### src/rtl/memmu_cartesian_write_buffer.sv
`default_nettype none
// ============================================================================
// Module   : memmu_cartesian_write_buffer
// Purpose  : Buffers registered address/payload pairs from the cartesian
//            representation stage in a FIFO and writes them to external
//            memory through a single-outstanding req/ack write port. Counts
//            writes per frame and pulses frameDone once a frame-end request
//            has been fully drained.
// Revision : 1.0 - initial release
// ----------------------------------------------------------------------------
// Ports:
//   i_SYSTEM_clk / i_SYSTEM_rst      clock, synchronous active-low reset
//   i_MemMU_CR_valid/address/payload incoming pair (19-bit word addr, 64-bit)
//   i_MemMU_CR_size                  current frame size, sampled at frame end
//   i_MemMU_frameEnd                 one-cycle frame-close request
//   o_MemMU_WB_ready                 FIFO not full
//   o_MEM_wrReq/wrAddr/wrData        registered memory write request
//   i_MEM_wrAck                      write accepted (valid while wrReq high)
//   o_MemMU_WB_frameDone             one-cycle pulse, frame fully written
//   o_MemMU_WB_frameCount            writes in the last closed frame
//   o_MemMU_WB_frameSize             size sampled at the last frame end
//   o_MemMU_WB_overflow              sticky, a pair was dropped on full
// ============================================================================
module memmu_cartesian_write_buffer #(
   parameter int unsigned FIFO_DEPTH = 16,
   parameter logic [31:0] BASE_ADDR  = 32'h0000_0000
) (
   input  logic        i_SYSTEM_clk,
   input  logic        i_SYSTEM_rst,
   input  logic        i_MemMU_CR_valid,
   input  logic [18:0] i_MemMU_CR_address,
   input  logic [63:0] i_MemMU_CR_payload,
   input  logic [18:0] i_MemMU_CR_size,
   input  logic        i_MemMU_frameEnd,
   output logic        o_MemMU_WB_ready,
   output logic        o_MEM_wrReq,
   output logic [31:0] o_MEM_wrAddr,
   output logic [63:0] o_MEM_wrData,
   input  logic        i_MEM_wrAck,
   output logic        o_MemMU_WB_frameDone,
   output logic [18:0] o_MemMU_WB_frameCount,
   output logic [18:0] o_MemMU_WB_frameSize,
   output logic        o_MemMU_WB_overflow
);

   localparam int unsigned   c_AW       = $clog2(FIFO_DEPTH);
   localparam logic [c_AW:0] c_FULL_CNT = (c_AW + 1)'(FIFO_DEPTH);
   localparam logic [18:0]   c_CNT_MAX  = 19'h7FFFF;

   typedef enum logic [1:0] {
      S_IDLE  = 2'd0,
      S_WRITE = 2'd1,
      S_DONE  = 2'd2
   } state_t;

   state_t r_state;
   state_t w_state_nxt;

   logic [18:0]     r_fifo_addr [FIFO_DEPTH];
   logic [63:0]     r_fifo_data [FIFO_DEPTH];
   logic [c_AW-1:0] r_wr_ptr;
   logic [c_AW-1:0] r_rd_ptr;
   logic [c_AW:0]   r_count;

   logic        r_wr_req;
   logic [31:0] r_wr_addr;
   logic [63:0] r_wr_data;
   logic [18:0] r_wr_cnt;
   logic [18:0] r_frame_count;
   logic [18:0] r_frame_size;
   logic        r_pending;
   logic        r_overflow;

   logic        w_full;
   logic        w_empty;
   logic        w_push;
   logic        w_pop;
   logic        w_req_clr;
   logic        w_cnt_inc;
   logic        w_close;
   logic [31:0] w_head_byte_addr;

   // Full is judged on the occupancy before this edge, so a push into a full
   // FIFO is dropped even if the FSM pops on the same edge.
   assign w_full  = (r_count == c_FULL_CNT);
   assign w_empty = (r_count == '0);
   assign w_push  = i_MemMU_CR_valid && !w_full;

   // Word address -> byte address; the 32-bit sum wraps naturally.
   assign w_head_byte_addr = BASE_ADDR + {13'b0, r_fifo_addr[r_rd_ptr], 3'b000};

   // ------------------------------------------------------------------ FIFO
   always_ff @(posedge i_SYSTEM_clk) begin
      if (w_push) begin
         r_fifo_addr[r_wr_ptr] <= i_MemMU_CR_address;
         r_fifo_data[r_wr_ptr] <= i_MemMU_CR_payload;
      end
   end

   always_ff @(posedge i_SYSTEM_clk) begin
      if (!i_SYSTEM_rst) begin
         r_wr_ptr <= '0;
         r_rd_ptr <= '0;
         r_count  <= '0;
      end else begin
         if (w_push) r_wr_ptr <= r_wr_ptr + 1'b1;
         if (w_pop)  r_rd_ptr <= r_rd_ptr + 1'b1;
         case ({w_push, w_pop})
            2'b10:   r_count <= r_count + 1'b1;
            2'b01:   r_count <= r_count - 1'b1;
            default: r_count <= r_count;
         endcase
      end
   end

   // ------------------------------------------------------------------- FSM
   always_ff @(posedge i_SYSTEM_clk) begin
      if (!i_SYSTEM_rst) r_state <= S_IDLE;
      else               r_state <= w_state_nxt;
   end

   always_comb begin
      w_state_nxt = r_state;
      w_pop       = 1'b0;
      w_req_clr   = 1'b0;
      w_cnt_inc   = 1'b0;
      w_close     = 1'b0;
      case (r_state)
         S_IDLE: begin
            if (!w_empty) begin
               w_pop       = 1'b1;
               w_state_nxt = S_WRITE;
            end else if (r_pending) begin
               w_state_nxt = S_DONE;
            end
         end
         S_WRITE: begin
            if (i_MEM_wrAck) begin
               w_cnt_inc = 1'b1;
               // Load the next entry on the ack edge so req stays high and
               // a continuously acked port sees one write per cycle.
               if (!w_empty) begin
                  w_pop = 1'b1;
               end else begin
                  w_req_clr   = 1'b1;
                  w_state_nxt = S_IDLE;
               end
            end
         end
         S_DONE: begin
            w_close     = 1'b1;
            w_state_nxt = S_IDLE;
         end
         default: w_state_nxt = S_IDLE;
      endcase
   end

   // -------------------------------------------------------- write datapath
   always_ff @(posedge i_SYSTEM_clk) begin
      if (!i_SYSTEM_rst) begin
         r_wr_req  <= 1'b0;
         r_wr_addr <= '0;
         r_wr_data <= '0;
      end else if (w_pop) begin
         r_wr_req  <= 1'b1;
         r_wr_addr <= w_head_byte_addr;
         r_wr_data <= r_fifo_data[r_rd_ptr];
      end else if (w_req_clr) begin
         r_wr_req  <= 1'b0;
      end
   end

   // ----------------------------------------------------- frame bookkeeping
   always_ff @(posedge i_SYSTEM_clk) begin
      if (!i_SYSTEM_rst) begin
         r_wr_cnt      <= '0;
         r_frame_count <= '0;
         r_frame_size  <= '0;
         r_pending     <= 1'b0;
         r_overflow    <= 1'b0;
      end else begin
         if (w_close) begin
            r_frame_count <= r_wr_cnt;
            r_wr_cnt      <= '0;
         end else if (w_cnt_inc && (r_wr_cnt != c_CNT_MAX)) begin
            r_wr_cnt <= r_wr_cnt + 1'b1;
         end

         // A frame end seen while closing the previous frame opens the
         // request for the next one, so it takes priority over the clear.
         if (i_MemMU_frameEnd) begin
            r_pending    <= 1'b1;
            r_frame_size <= i_MemMU_CR_size;
         end else if (w_close) begin
            r_pending    <= 1'b0;
         end

         if (i_MemMU_CR_valid && w_full) r_overflow <= 1'b1;
      end
   end

   assign o_MemMU_WB_ready      = !w_full;
   assign o_MEM_wrReq           = r_wr_req;
   assign o_MEM_wrAddr          = r_wr_addr;
   assign o_MEM_wrData          = r_wr_data;
   assign o_MemMU_WB_frameDone  = (r_state == S_DONE);
   assign o_MemMU_WB_frameCount = r_frame_count;
   assign o_MemMU_WB_frameSize  = r_frame_size;
   assign o_MemMU_WB_overflow   = r_overflow;

endmodule
`default_nettype wire

### config.mk
export PLATFORM = sky130hd
export DESIGN_NAME = memmu_cartesian_write_buffer
export DESIGN_NICKNAME = d
export VERILOG_FILES = /design/src/rtl/memmu_cartesian_write_buffer.sv
export SDC_FILE = /design/constraint.sdc
export NUM_CORES = 2
export LEC_CHECK = 0
export BUFFER_PORTS_ARGS = -buffer_cell sky130_fd_sc_hd__buf_2
export CAP_MARGIN = 10
export CORE_MARGIN = 2
export CORE_UTILIZATION = 50
export DETAILED_ROUTE_END_ITERATION = 12
export PLACE_DENSITY = 0.65
export SETUP_SLACK_MARGIN = 0.4
export SYNTH_ARGS = -nofsm -noshare
export SYNTH_HDL_FRONTEND = slang
export SYNTH_SLANG_ARGS = --single-unit
export TNS_END_PERCENT = 50
### constraint.sdc
create_clock -name i_SYSTEM_clk -period 7.2 [get_ports i_SYSTEM_clk]
set_clock_uncertainty 0.2 [all_clocks]
set_input_delay 0.36 -clock i_SYSTEM_clk [delete_from_list [all_inputs] [get_ports i_SYSTEM_clk]]
set_output_delay 0.36 -clock i_SYSTEM_clk [all_outputs]
set_load 0.01 [all_outputs]
==> flow_summary_export.csv <==
group,metric,value,unit
die,fp-row-count,122,
synth,syn_inst,2591,
timing,rsz0062_at_grt,"no",
worst_hold_path,worst_hold_path_type,"register to register",
setup_path,cp-start-kind,"register",
grt,grt_pass1_vias,28420,
timing,report.final.slew_viol_count,0,
place,dp_hpwl,61200,um
clock_network,cts_buffers,151,
setup_path,cp.arrival,3.65,ns
place,port_buffers,231,
final_layout,final_common_cell,"edfxtp_1",
clock_network,clockBufferDepth,3,
drt,final_antenna_net_count,0,
clock_network,clk_latency,0.75,ns
clock_network,tritoncts,"done",
die,start_util,0.505,
synth,async_flop_share,0,
die,fp.dieW,339,um
setup_path,crit_type,"register to register",
drt,wl_per_cell,26.5,um
timing,max_freq,286,MHz
die,io_pins,245,
drt,vias_per_cell,5.81,
place,finalWeightedCongestion,0.739,
drt,met3WireLength,7050,um
drt,wl_met1,50900,um
final_layout,layoutNonFillerInstCount,4623,
final_layout,syn_to_final_growth,16.0,%
clock_network,ctsHoldBuffers,128,
status,status,"complete, no violations",
clock_network,cts_resized,0,
pwr,powerDensity,334,nW/um^2
synth,synth_top_area_cell,"edfxtp_1",
setup_path,rrSetupSlack,3.71,ns
die,core,111000,um^2
synth,synth_seq_cells,1486,
drt,drtPass1Iterations,5,
synth,ys.flop_type,"edfxtp_1",
clock_network,path_clk_slew,0.06,ns
clock_network,cts_setup_buffers,0,
grt,grtUsageTotal,0.215,
timing,tns,0,ns
place,dp.cells,4214,
timing,postLayoutSetupSlackWorst,3.71,ns
drt,drc,0,
setup_path,crit_path_end_kind,"register",
synth,seq_area_frac_synth,0.769,
die,die_area,115000,um^2
timing,period_needed,3.49,ns
timing,slew_headroom,0.239,
setup_path,crit_required,7.36,ns
synth,synth_edf_count,1328,
timing,min_period_over_period,0.485,
drt,wl,122000,um
die,die_y,339,um
job,maxCapViolCount,0,
final_layout,layout-drive-gt1-share,0.299,
synth,synthTopCellsByArea,"edfxtp_1, mux4_2, dfxtp_1, mux2i_1, mux2_2",
drt,vias,26861,
final_layout,fin_nets,3125,
timing,setup_viol,0,
setup_path,critPathMaxFanout,37,
grt,grt_overflow,0,
grt,antenna_found_initial,6,
synth,avgSynthCellArea,21.6,um^2
clock_network,clkSinkCount,1486,
drt,top_layer_used,"met5",
synth,ys.warnings.count,0,
synth,synth.distinct_cells,46,
pwr,p_leak,20.7,nW
clock_network,cts_root_buf,"clkbuf_16",
drt,drt_iter0_drc,2194,
final_layout,layout_common_cells,"edfxtp_1, mux4_2, buf_2, dfxtp_1, clkbuf_16",
grt,grt_pass1_wl,183000,um
grt,grt_start_max_net_pins,149,
synth,netlist_area,56000,um^2
place,post-place-ws,3.68,ns
timing,worst_pin_slew,1.14,ns
synth,synth_top_area_share,0.712,
clock_network,htreeDepth,4,
drt,wl_met2,61900,um
pwr,irDropWorstVdd,0.266,mV
timing,hold_viol,0,
[worst paths after layout]
path	from	endpoint	cells after the start
max	r_count[0]	r_fifo_data[2][9]	6
min	o_MemMU_WB_frameCount[8]	o_MemMU_WB_frameCount[8]	2
max reg2reg	r_count[0]	r_fifo_data[2][9]	6
min reg2reg	o_MemMU_WB_frameCount[8]	o_MemMU_WB_frameCount[8]	2
[registers in the layout (all words and copies together), names as in the netlist]
register / flops
r_fifo_data: 1024
r_fifo_addr: 304
o_MEM_wrData: 64
o_MEM_wrAddr: 19
o_MemMU_WB_frameCount: 19
o_MemMU_WB_frameSize: 19
r_wr_cnt: 19
r_count: 5
r_rd_ptr: 4
r_wr_ptr: 4
r_state: 2
o_MEM_wrReq: 1
o_MemMU_WB_overflow: 1
r_pending: 1
[metrics by stage]
| stage | utilization | hold slack (ns) | total power [mW] | cell area (um^2) |
|---|---|---|---|---|
| 6_report | 0.586 | 0.259 | 21.7 | 65000 |
| 2_1_floorplan | - | 0.243 | 13.2 | 56100 |
| 4_1_cts | 0.586 | 0.238 | 22.0 | 65000 |
| 3_5_place_dp | 0.531 | 0.258 | 14.3 | 58800 |
| 3_3_place_gp | 0.531 | 0.255 | 14.2 | 58800 |
| 5_1_grt | 0.586 | 0.283 | 22.6 | 65000 |
[area by class of cell]
cell class                      count  area [um^2]
Fill cell                        7971        45800
Sequential cell                  1486        43100
Multi-Input combinational cell    955        12300
Clock buffer                      217         4270
Timing Repair Buffer              402         2900
Tap cell                         1488         1860
Clock inverter                     61          582
Inverter                           11         41.3
Antenna cell                        3         7.51
[per-layer routing]
metal	track usage	vias to the layer above
li1	-	11556
met1	0.288	14319
met2	0.362	805
met3	0.0432	175
met4	0.0571	6
met5	0	-
[cell families (layout without fill, tap and decap cells)]
| family | after synthesis | in the layout | share of synthesized area |
|---|---|---|---|
| flip-flops | 1486 | 1486 | 0.769 |
| buffers and inverters | 162 | 691 | 0.0158 |
| AND/OR/NAND/NOR | 178 | 178 | 0.0161 |
| XOR/XNOR | 22 | 22 | 0.00344 |
| other | 1 | 16 | 0.0000670 |
| multiplexers | 520 | 520 | 0.169 |
| AO/OA/AOI/OAI | 211 | 211 | 0.0242 |
| adder cells (fa/ha/maj) | 11 | 11 | 0.00259 |
[synth_stat cells, types with 2 or more instances]
cell type and number:
o21ai_1 82, clkbuf_1 55, buf_2 47, nor3_1 8, buf_1 11, mux2_2 83
nand4_1 4, inv_1 11, xnor2_1 18, xor2_1 4, buf_4 18, nor4b_1 2
ha_1 10, a21boi_0 19, nor4_1 7, a21boi_1 2, a21oi_1 9, nand2b_1 5
edfxtp_1 1328, o21ai_0 5, buf_6 20, a211oi_1 3, mux2i_1 105, nand2_1 57
nor2b_1 27, and3_1 4, a31oi_1 3, and2_1 10, dfxtp_1 158, mux4_2 332
nor4_4 2, nor2_1 37, nand3_1 11, a22oi_1 82
[power by group]
part	switching, mW	internal [mW]	leakage [nW]
registers	0.386	9.84	13.3
logic	2.02	1.90	5.02
clock network	3.15	4.43	2.38
[worst max-delay path: stages (launching register included)]
cell,delay [ns]
dfxtp_1,0.45
nor4_4,0.11
a21boi_1,0.18
buf_4,0.20
nand2_1,0.25
nor3_4,0.94
buf_4,0.75
(Power assumes the default switching activity.)
